[config.mk]
export PLATFORM = sky130hd
export DESIGN_NAME = uart_transmitter_flat
export DESIGN_NICKNAME = d
export VERILOG_FILES = /design/src/rtl/uart_pkg.sv /design/src/rtl/uart_transmitter_if.sv /design/src/rtl/uart_baud_gen.sv /design/src/rtl/uart_transmitter.sv /design/src/flat_wrapper.sv
export SDC_FILE = /design/constraint.sdc
export NUM_CORES = 1
export LEC_CHECK = 0
export BUFFER_PORTS_ARGS = -buffer_cell sky130_fd_sc_hd__buf_4
export CAP_MARGIN = 20
export CORE_MARGIN = 3
export CORE_UTILIZATION = 45
export CTS_CLUSTER_SIZE = 30
export DETAILED_ROUTE_END_ITERATION = 7
export GPL_TIMING_DRIVEN = 1
export SYNTH_ARGS = -nofsm -noshare
export SYNTH_HDL_FRONTEND = slang
export SYNTH_HIERARCHICAL = 1
export SYNTH_SLANG_ARGS = --single-unit
[constraint.sdc]
create_clock -name clk -period 4.3 [get_ports clk]
set_input_delay 0.215 -clock clk [delete_from_list [all_inputs] [get_ports clk]]
set_output_delay 0.215 -clock clk [all_outputs]
set_load 0.02 [all_outputs]
[src/rtl/uart_pkg.sv]
// uart_pkg: shared UART constants (FSM state encodings, parity sense, idle line level).
// Imported by both the transmitter and the receiver-side parity checker so that
// the two ends agree on state encodings and on what "even"/"odd" parity means.
package uart_pkg;
    localparam logic [2:0] S_IDLE   = 3'd0;
    localparam logic [2:0] S_START  = 3'd1;
    localparam logic [2:0] S_DATA   = 3'd2;
    localparam logic [2:0] S_PARITY = 3'd3;
    localparam logic [2:0] S_STOP   = 3'd4;
    localparam logic PARITY_EVEN = 1'b0;
    localparam logic PARITY_ODD  = 1'b1;
    localparam logic IDLE_LEVEL  = 1'b1;
endpackage

[src/rtl/uart_transmitter_if.sv]
// uart_transmitter_if: host-side handshake and serial output of the UART transmitter.
// Signals: load (start request), din (byte to send), txout (serial line),
// busy (frame in progress), done (pulse on the last clk of the stop bit).
// Modports: master = host/data source, slave = transmitter.
interface uart_transmitter_if #(
    parameter int DATA_WIDTH = 8
);
    logic                  load;
    logic [DATA_WIDTH-1:0] din;
    logic                  txout;
    logic                  busy;
    logic                  done;
    modport master (output load, din, input txout, busy, done);
    modport slave  (input load, din, output txout, busy, done);
endinterface

[src/rtl/uart_baud_gen.sv]
// uart_baud_gen: bit-period timer; bit_tick pulses on the last clk of each bit.
// Ports: clk, reset (async, active-high), enable (counter held at 0 while low),
// bit_tick (high when the counter sits at CLKS_PER_BIT-1 and enable is high).
module uart_baud_gen #(
    parameter int CLKS_PER_BIT = 16
) (
    input  logic clk,
    input  logic reset,
    input  logic enable,
    output logic bit_tick
);
    localparam int CW = $clog2(CLKS_PER_BIT);
    logic [CW-1:0] cnt_q, cnt_d;
    assign bit_tick = enable && (cnt_q == CW'(CLKS_PER_BIT - 1));
    assign cnt_d = (!enable || bit_tick) ? '0 : cnt_q + 1'b1;
    always_ff @(posedge clk or posedge reset) begin
        if (reset) cnt_q <= '0;
        else       cnt_q <= cnt_d;
    end
endmodule

[src/rtl/uart_transmitter.sv]
// uart_transmitter: serialises a byte as start, DATA_WIDTH data bits LSB-first, parity, stop.
// Ports: clk, reset (async, active-high), bus (slave modport: load, din, txout, busy, done).
module uart_transmitter
    import uart_pkg::*;
#(
    parameter int CLKS_PER_BIT = 16,
    parameter int DATA_WIDTH   = 8,
    parameter bit PARITY_ODD   = PARITY_EVEN
) (
    input  logic                  clk,
    input  logic                  reset,
    uart_transmitter_if.slave     bus
);
    localparam int IW = $clog2(DATA_WIDTH);
    logic [2:0]            state_q, state_d;
    logic [DATA_WIDTH-1:0] shift_q, shift_d;
    logic [IW-1:0]         idx_q, idx_d;
    logic                  par_q, par_d;
    logic                  txout_q, txout_d;
    logic                  tick;
    uart_baud_gen #(.CLKS_PER_BIT(CLKS_PER_BIT)) u_baud (
        .clk      (clk),
        .reset    (reset),
        .enable   (state_q != S_IDLE),
        .bit_tick (tick)
    );
    always_comb begin
        state_d = state_q;
        shift_d = shift_q;
        idx_d   = idx_q;
        par_d   = par_q;
        case (state_q)
            S_IDLE: if (bus.load) begin
                state_d = S_START;
                shift_d = bus.din;
                par_d   = (^bus.din) ^ (PARITY_ODD ? uart_pkg::PARITY_ODD : PARITY_EVEN);
            end
            S_START: if (tick) begin
                state_d = S_DATA;
                idx_d   = '0;
            end
            S_DATA: if (tick) begin
                shift_d = shift_q >> 1;
                idx_d   = idx_q + 1'b1;
                state_d = (idx_q == IW'(DATA_WIDTH - 1)) ? S_PARITY : S_DATA;
            end
            S_PARITY: state_d = tick ? S_STOP : S_PARITY;
            S_STOP:   state_d = tick ? S_IDLE : S_STOP;
            default:  state_d = S_IDLE;
        endcase
        // Line level is derived from the next state so txout is a clean register output.
        txout_d = (state_d == S_START)  ? 1'b0 :
                  (state_d == S_DATA)   ? shift_d[0] :
                  (state_d == S_PARITY) ? par_d : IDLE_LEVEL;
    end
    always_ff @(posedge clk or posedge reset) begin
        if (reset) begin
            state_q <= S_IDLE;
            shift_q <= '0;
            idx_q   <= '0;
            par_q   <= 1'b0;
            txout_q <= IDLE_LEVEL;
        end else begin
            state_q <= state_d;
            shift_q <= shift_d;
            idx_q   <= idx_d;
            par_q   <= par_d;
            txout_q <= txout_d;
        end
    end
    assign bus.txout = txout_q;
    assign bus.busy  = (state_q != S_IDLE);
    assign bus.done  = (state_q == S_STOP) && tick;
endmodule

[src/flat_wrapper.sv]
// flat-port wrapper written by rule: the top's interface ports become plain ports
module uart_transmitter_flat import uart_pkg::*;
#(
    parameter int CLKS_PER_BIT = 16,
    parameter int DATA_WIDTH   = 8,
    parameter bit PARITY_ODD   = PARITY_EVEN
)
  (clk, reset, bus_load, bus_din, bus_txout, bus_busy, bus_done);
  uart_transmitter_if #(.DATA_WIDTH(DATA_WIDTH)) bus_i ();
  input  logic clk;
  input  logic reset;
  input wire logic [$bits(bus_i.load)-1:0] bus_load;
  input wire logic [$bits(bus_i.din)-1:0] bus_din;
  output wire logic [$bits(bus_i.txout)-1:0] bus_txout;
  output wire logic [$bits(bus_i.busy)-1:0] bus_busy;
  output wire logic [$bits(bus_i.done)-1:0] bus_done;
  assign bus_i.load = bus_load;
  assign bus_i.din = bus_din;
  assign bus_txout = bus_i.txout;
  assign bus_busy = bus_i.busy;
  assign bus_done = bus_i.done;
  uart_transmitter #(.CLKS_PER_BIT(CLKS_PER_BIT), .DATA_WIDTH(DATA_WIDTH), .PARITY_ODD(PARITY_ODD)) u_core (.clk(clk), .reset(reset), .bus(bus_i));
endmodule
==> flow_summary.ini, run 1 <==
[outcome]
run_status = completed

[timing]
final-setup-viol-count = 0
fmaxAchievable_ghz = 0.427
slew_headroom = 0.577
rsz_0062_raised_after_global_routing = no
hold_violations = 0
share_of_the_clock_period_used_by_the_worst_path = 0.545
period_needed_ns = 2.34
timing.final.ws_setup_ns = 1.96
drv_slew = 0
fin_worst_skew_ns = 0.00193
setup_total_negative_slack_ns = 0
worstMarginPinSlew_ns = 0.634

[clock_network]
cts_tree = done
tritoncts_num_sinks = 20
clockBufferDepth = 2
clockRootBuffer = clkbuf_4
h-tree-depth = 1
cts-buffers-inserted = 3
clkLatencyLatePin_ns = 0.29
cts_setup_buffers = 0
clk_pin_slew_worst_paths_ns = 0.11

[synth]
synth_top_cell_area_share = 0.446
ys_warn_count = 6
netlist_top_cells_area = dfrtp_1 (45%), xnor2_1 (6.6%), a22oi_1 (6.3%)
synth_cell_types = 33
mappedNetlistNets = 119
synth_top_area_cell = dfrtp_1
netlist_area_um2 = 1070
syn_area_per_cell_um2 = 10.2
synth_sequential_area_ratio = 0.471
gate_count_after_technology_mapping = 105
synth_seq_cells = 20

[die]
core_um2 = 2100
die_area_um2 = 2990
initial_core_util = 0.507
ios = 14
die_y_um = 54.7
die_width_um = 54.7
fp-row-count = 16

[flow_run]
cap_violations = 0

[worst_setup_path]
timing.rr.end = u_core/bus.txout$_DFF_PP1_
launch_point_of_the_worst_path = u_core/state_q[0]$_DFF_PP0_
cp_slowest_stage_delay_ns = 0.52
buffers_and_inverters_on_the_worst_path = 1
worst_path_dominant_cell_family = simple AND/OR/NAND/NOR gates
crit_end = u_core/bus.txout$_DFF_PP1_
critical_path.startpoint_type = flip-flop
timing.rr.start = u_core/state_q[0]$_DFF_PP0_
criticalPathCategory = flip-flop to flip-flop
timing.critical_path.fanout_max = 13
r2r_cells = 7
arrival_worst_endpoint_ns = 2.59
worstSetupPathDepth = 7
endpoint_kind = flip-flop
crit_required_ns = 4.54
cpMaxStageDelayCell = dfrtp_1
setup.reg_to_reg.worst_slack_ns = 1.96
worst_path_cell_chain = or3_2 > inv_1 > nor2_1 > and4bb_1 > or2_1 > o21ai_2 > o31a_1

[placement]
io_buffers = 13
gp_routability_congestion = 0.763
placement.setup.worst_slack_ns = 1.98
hpwlAfterDp_um = 1430
dp.cells = 141

[route]
ant_nets = 0
routed_wire_length_per_instance_um = 13.4
drt_iter0_markers = 25
routed_wirelength_um = 1950
drt_first_pass_iters = 4
detail_route.vias_per_cell = 5.42
routed-via-count = 792
detail_route.drc_violations = 0

[global_route]
initial_antenna_violation_count = 0
grt.total_usage = 0.153
grt_overflow = 0
grt_start_max_net_pins = 17
grt_pass1_vias = 698
grt_pass1_wl_um = 3130

[cells_and_area]
diodes = 0
fin_cells = 146
areaGrowthSynthToFinish_pct = 12.6
layout.nets = 134
final_layout_size_suffix_gt1_frac = 0.218

[hold_path]
min_path_type = input pin to flip-flop

[power_and_ir_drop]
p_per_area_nw_per_um2 = 565
leakage_power_of_the_design_nw = 0.559
peakVddDrop_uv = 310
[synthesized netlist by cell type]
library cell / instances
a21boi_0: 1
a21o_1: 1
a21oi_1: 2
a22oi_1: 9
a311oi_1: 1
a31oi_1: 1
and2b_2: 1
and3_1: 1
and3_2: 2
and3b_2: 1
and4bb_1: 1
buf_4: 2
buf_6: 2
clkbuf_8: 1
dfrtp_1: 19
dfstp_2: 1
ha_1: 3
inv_1: 13
mux2i_1: 1
nand2_1: 7
nand3_1: 1
nand3b_1: 1
nor2_1: 4
nor3b_1: 2
nor4b_1: 1
o21ai_0: 12
o21ai_2: 1
o21bai_1: 1
o31a_1: 1
o31a_2: 1
or2_1: 1
or3_2: 1
xnor2_1: 8
[cells in the final DEF, fill, tap and decap left out, types with 2 or more instances in the layout]
cell	n
nor3b_1	2
clkbuf_4	3
inv_1	13
o21ai_0	12
a22oi_1	9
and3_2	2
a21oi_1	2
dfrtp_1	19
ha_1	3
nor2_1	4
nand2_1	7
xnor2_1	8
buf_4	14
[final cells by class]
class,count,area [µm²]
fillers,195,902
flip-flops and latches,20,502
multi-input cells,67,464
repair buffers,15,115
inverters,13,48.8
clock buffers,4,36.3
well taps,27,33.8
[flip-flops by register name, summed over array words and instances (netlist names)]
register,cells
u_core/state_q,3
u_core/idx_q,3
u_core/par_q,1
u_core/bus.txout,1
u_core/u_baud/cnt_q,4
u_core/shift_q,8
[report_power, final]
| group | switching [mW] | internal (mW) | total [mW] |
|---|---|---|---|
| sequential | 0.0680 | 0.271 | 0.339 |
| combinational | 0.120 | 0.113 | 0.232 |
| clock | 0.0549 | 0.0516 | 0.106 |
| total | 0.243 | 0.435 | 0.678 |
[cell families after synthesis]
group	Yosys count	synth area share
buf+inv	18	0.0939
flops	20	0.471
fa+ha+maj	3	0.0352
simple gates	24	0.135
mux	1	0.00939
xor+xnor	8	0.0657
compound gates	31	0.190
[worst min-delay path by stage]
stage,slack [ns],to,cells past startpoint,startpoint
2_1_floorplan,-0.02,u_core/u_baud/cnt_q[0]$_DFF_PP0_,1,reset
3_3_place_gp,0.11,u_core/u_baud/cnt_q[2]$_DFF_PP0_,2,reset
3_5_place_dp,0.12,u_core/u_baud/cnt_q[0]$_DFF_PP0_,2,reset
4_1_cts,0.14,u_core/shift_q[7]$_DFFE_PP0P_,3,bus_din[7]
5_1_grt,0.16,u_core/shift_q[1]$_DFFE_PP0P_,3,bus_din[1]
6_report,0.15,u_core/shift_q[7]$_DFFE_PP0P_,3,bus_din[7]
[metal layers]
metal / share of wire / up-vias / global-route usage
li1: - / 389 / -
met4: 0.010 / 0 / 0.0373
met3: 0.052 / 2 / 0.0572
met1: 0.50 / 380 / 0.218
met5: 0 / - / 0
met2: 0.43 / 21 / 0.215
[through the flow]
| step | hold WS, ns | utilization | area, µm² | total power, mW |
|---|---|---|---|---|
| global placement | 0.115 | 0.549 | 1150 | 0.568 |
| detailed placement | 0.124 | 0.549 | 1150 | 0.573 |
| global route | 0.159 | 0.571 | 1200 | 0.732 |
| finish | 0.146 | 0.571 | 1200 | 0.678 |
| CTS | 0.141 | 0.571 | 1200 | 0.682 |
| floorplan | -0.0189 | - | 1070 | 0.522 |
[repair_timing]
item | CTS | global route
hold buffers | 1 | 0
gates resized for setup | 0 | 0
hold endpoints to repair | 4 | 0
endpoints found under the setup margin | 0 | 0
[worst register-to-register path, cell delays in order (launching register included)]
cell and delay, ns:
dfrtp_1 0.52, or3_2 0.52, inv_1 0.13, nor2_1 0.13, and4bb_1 0.32, or2_1 0.36, o21ai_2 0.18, o31a_1 0.14
(Power assumes the default switching activity.)
==> run 2: changes to the inputs <==
Settings changed: ABC_AREA from default to 1.
Clock period 4.3 ns to 2.2 ns, I/O delays scaled along.
==> run 2 against run 1 <==
  * First-iteration DRC count shrank 4.0%
  * Critical path depth is 1 lower
  * Core utilization rose by 0.84 points
  * Clock skew grew 0.012 ns
  * Sequential cell count unchanged
  * Sequential power increased by 8.6%
  * Final cell count rose by 41%
  * Combinational power fell by 75%
  * Register-to-register slack worse by 1.5 ns
  * Non-clock buffer count is the same
==> flow_summary.ini, run 2 <==
[power_and_ir_drop]
p_seq_frac = 0.582
swShare = 0.220
fraction_of_power_consumed_by_combinational_cells = 0.091
design_power_total_mw = 0.631
leakage_power_of_the_design_nw = 0.763
peakVddDrop_uv = 262
p_per_area_nw_per_um2 = 462
power.internal_mw = 0.492
clock_power_share = 0.327
p_sw_mw = 0.139

[clock_network]
cts-buffers-inserted = 3
h-tree-depth = 1
tritoncts_num_sinks = 20
cts_tree = done
clk_pin_slew_worst_paths_ns = 0.12
clockBufferDepth = 2
clkLatencyLatePin_ns = 0.30
clockRootBuffer = clkbuf_4
cts_setup_buffers = 0

[timing]
worstMarginPinSlew_ns = 0.595
share_of_the_clock_period_used_by_the_worst_path = 0.863
drv_slew = 0
hold_violations = 0
final-setup-viol-count = 0
worst_hold_margin_ns = 0.0764
setup_total_negative_slack_ns = 0
slew_headroom = 0.603
fmaxAchievable_ghz = 0.527
rsz_0062_raised_after_global_routing = no
fin_worst_skew_ns = 0.0141
period_needed_ns = 1.90

[cells_and_area]
final_cell_area_um2 = 1370
fin_cells = 206
layout.cells.most_common_list = nand2_1 (53), inv_1 (23), dfrtp_1 (19)
fill_cells = 235
layout.nets = 193
layout_top_registers = u_core/shift_q: 8 flops, u_core/u_baud/cnt_q: 4 flops
number_of_flip_flops_under_the_largest_register_name = 8
most_flop_heavy_register = u_core/shift_q
final_layout_size_suffix_gt1_frac = 0.208
areaGrowthSynthToFinish_pct = 15.3
diodes = 0
mostFrequentLayoutCell = nand2_1

[global_route]
grt_overflow = 0
grt.total_usage = 0.151
initial_antenna_violation_count = 0
grt_pass1_vias = 963
grt_start_max_net_pins = 17
grt_pass1_wl_um = 3970

[route]
drt_iter0_markers = 24
routed_wirelength_um = 2180
drt_first_pass_iters = 4
detail_route.drc_violations = 0
routed_wire_length_per_instance_um = 10.6
routed-via-count = 1004
ant_nets = 0
detail_route.vias_per_cell = 4.87

[synth]
netlist_top_cells_area = dfrtp_1 (40%), nand2_1 (17%), inv_1 (7.3%)
leading_cell_type_by_number_of_instances_after_synthesis = nand2_1
gate_count_after_technology_mapping = 160
syn_area_per_cell_um2 = 7.41
ys_warn_count = 6
mappedNetlistNets = 174
ys_async_sr_fraction = 1.00
netlist_area_um2 = 1190
synth_seq_cells = 20
most_used_flip_flop_cell_after_synthesis = dfrtp_1
synth-edff-count = 0
synth_top_cell_area_share = 0.401
synth_cell_types = 29
synth_top_cells_by_count = nand2_1 (53), inv_1 (23), dfrtp_1 (19), nand3_1 (10), nor2_1 (9)
synth_sequential_area_ratio = 0.423
synth_top_area_cell = dfrtp_1

[worst_setup_path]
timing.rr.end = u_core/bus.txout$_DFF_PP1_
setup.reg_to_reg.worst_slack_ns = 0.48
criticalPathCategory = flip-flop to output pin
timing.critical_path.fanout_max = 4
crit_required_ns = 2.09
arrival_worst_endpoint_ns = 1.79
critical_path.startpoint_type = flip-flop
endpoint_kind = output pin
r2r_cells = 10
timing.rr.start = u_core/u_baud/cnt_q[0]$_DFF_PP0_

[placement]
placedInstanceArea_um2 = 1320
io_buffers = 13
dp.cells = 201
gp_routability_congestion = 0.803
hpwlAfterDp_um = 1770

[hold_path]
hold-path-endpoint = u_core/shift_q[6]$_DFFE_PP0P_
min_path_type = input pin to flip-flop
holdCritStartpoint = bus_din[6]
worst_hold_stages = 3

[die]
ios = 14
die_area_um2 = 3290
core_um2 = 2360
die_width_um = 57.3
fp-row-count = 17
die_y_um = 57.3
initial_core_util = 0.502

[flow_run]
cap_violations = 0

[outcome]
run_status = completed
-- run 2: how the worst max path moves through the flow --
stage | depth (start not counted) | slack, ns | start | to
2_1_floorplan | 5 | 0.42 | u_core/state_q[1]$_DFF_PP0_ | bus_done
3_3_place_gp | 10 | 0.53 | u_core/u_baud/cnt_q[0]$_DFF_PP0_ | u_core/bus.txout$_DFF_PP1_
3_5_place_dp | 10 | 0.52 | u_core/u_baud/cnt_q[0]$_DFF_PP0_ | u_core/bus.txout$_DFF_PP1_
4_1_cts | 6 | 0.30 | u_core/u_baud/cnt_q[0]$_DFF_PP0_ | bus_done
5_1_grt | 6 | 0.1 | u_core/u_baud/cnt_q[0]$_DFF_PP0_ | bus_done
6_report | 6 | 0.30 | u_core/u_baud/cnt_q[0]$_DFF_PP0_ | bus_done
-- run 2: cell families (layout without fill, tap and decap cells) --
family,count (synthesis),count (layout),synth area share
buffers and inverters,32,50,0.102
AO/OA/AOI/OAI,15,15,0.0812
adder cells (fa/ha/maj),3,3,0.0316
AND/OR/NAND/NOR,89,89,0.354
flip-flops,20,20,0.423
XOR/XNOR,1,1,0.00739
-- run 2: area by class of cell --
| cell class | count | area, µm² | share of cell area |
|---|---|---|---|
| clock buffer | 4 | 36.3 | 0.0265 |
| inverter | 31 | 116 | 0.0851 |
| multi-input combinational | 108 | 563 | 0.412 |
| sequential | 20 | 502 | 0.367 |
| tap | 28 | 35.0 | 0.0256 |
| timing repair buffer | 15 | 115 | 0.0842 |
-- run 2: worst max-delay path: stages, from the launching register on --
cell and delay (ns):
dfrtp_1 0.40, ha_1 0.22, nand2_2 0.08, nor3b_2 0.25, inv_1 0.12, nor4_1 0.25
buf_4 0.19
-- run 2: power groups by stage --
stage / registers (mW) / clock network [mW] / logic (mW)
2_1_floorplan: 0.375 / 0 / 0.0312
3_3_place_gp: 0.375 / 0 / 0.0552
3_5_place_dp: 0.375 / 0 / 0.0568
4_1_cts: 0.368 / 0.217 / 0.0584
5_1_grt: 0.368 / 0.230 / 0.0671
6_report: 0.368 / 0.206 / 0.0573
-- run 2: repair_timing --
item,4_1_cts,5_1_grt
hold buffers,1,0
gates resized for setup,0,0
hold endpoints to repair,19,0
-- run 2: routing by layer --
| metal | track usage | up-vias | part of all wire |
|---|---|---|---|
| met3 | 0.0294 | 2 | 0.034 |
| li1 | - | 537 | - |
| met2 | 0.245 | 14 | 0.46 |
| met5 | 0 | - | 0 |
| met4 | 0.0430 | 0 | 0.0064 |
| met1 | 0.204 | 451 | 0.50 |
-- run 2: stage by stage --
stage / setup WS (ns) / util
after detailed placement: 0.525 / 0.560
final: 0.302 / 0.579
after CTS: 0.305 / 0.579
after floorplan: 0.421 / -
after global placement: 0.528 / 0.560
after global routing: 0.0952 / 0.579
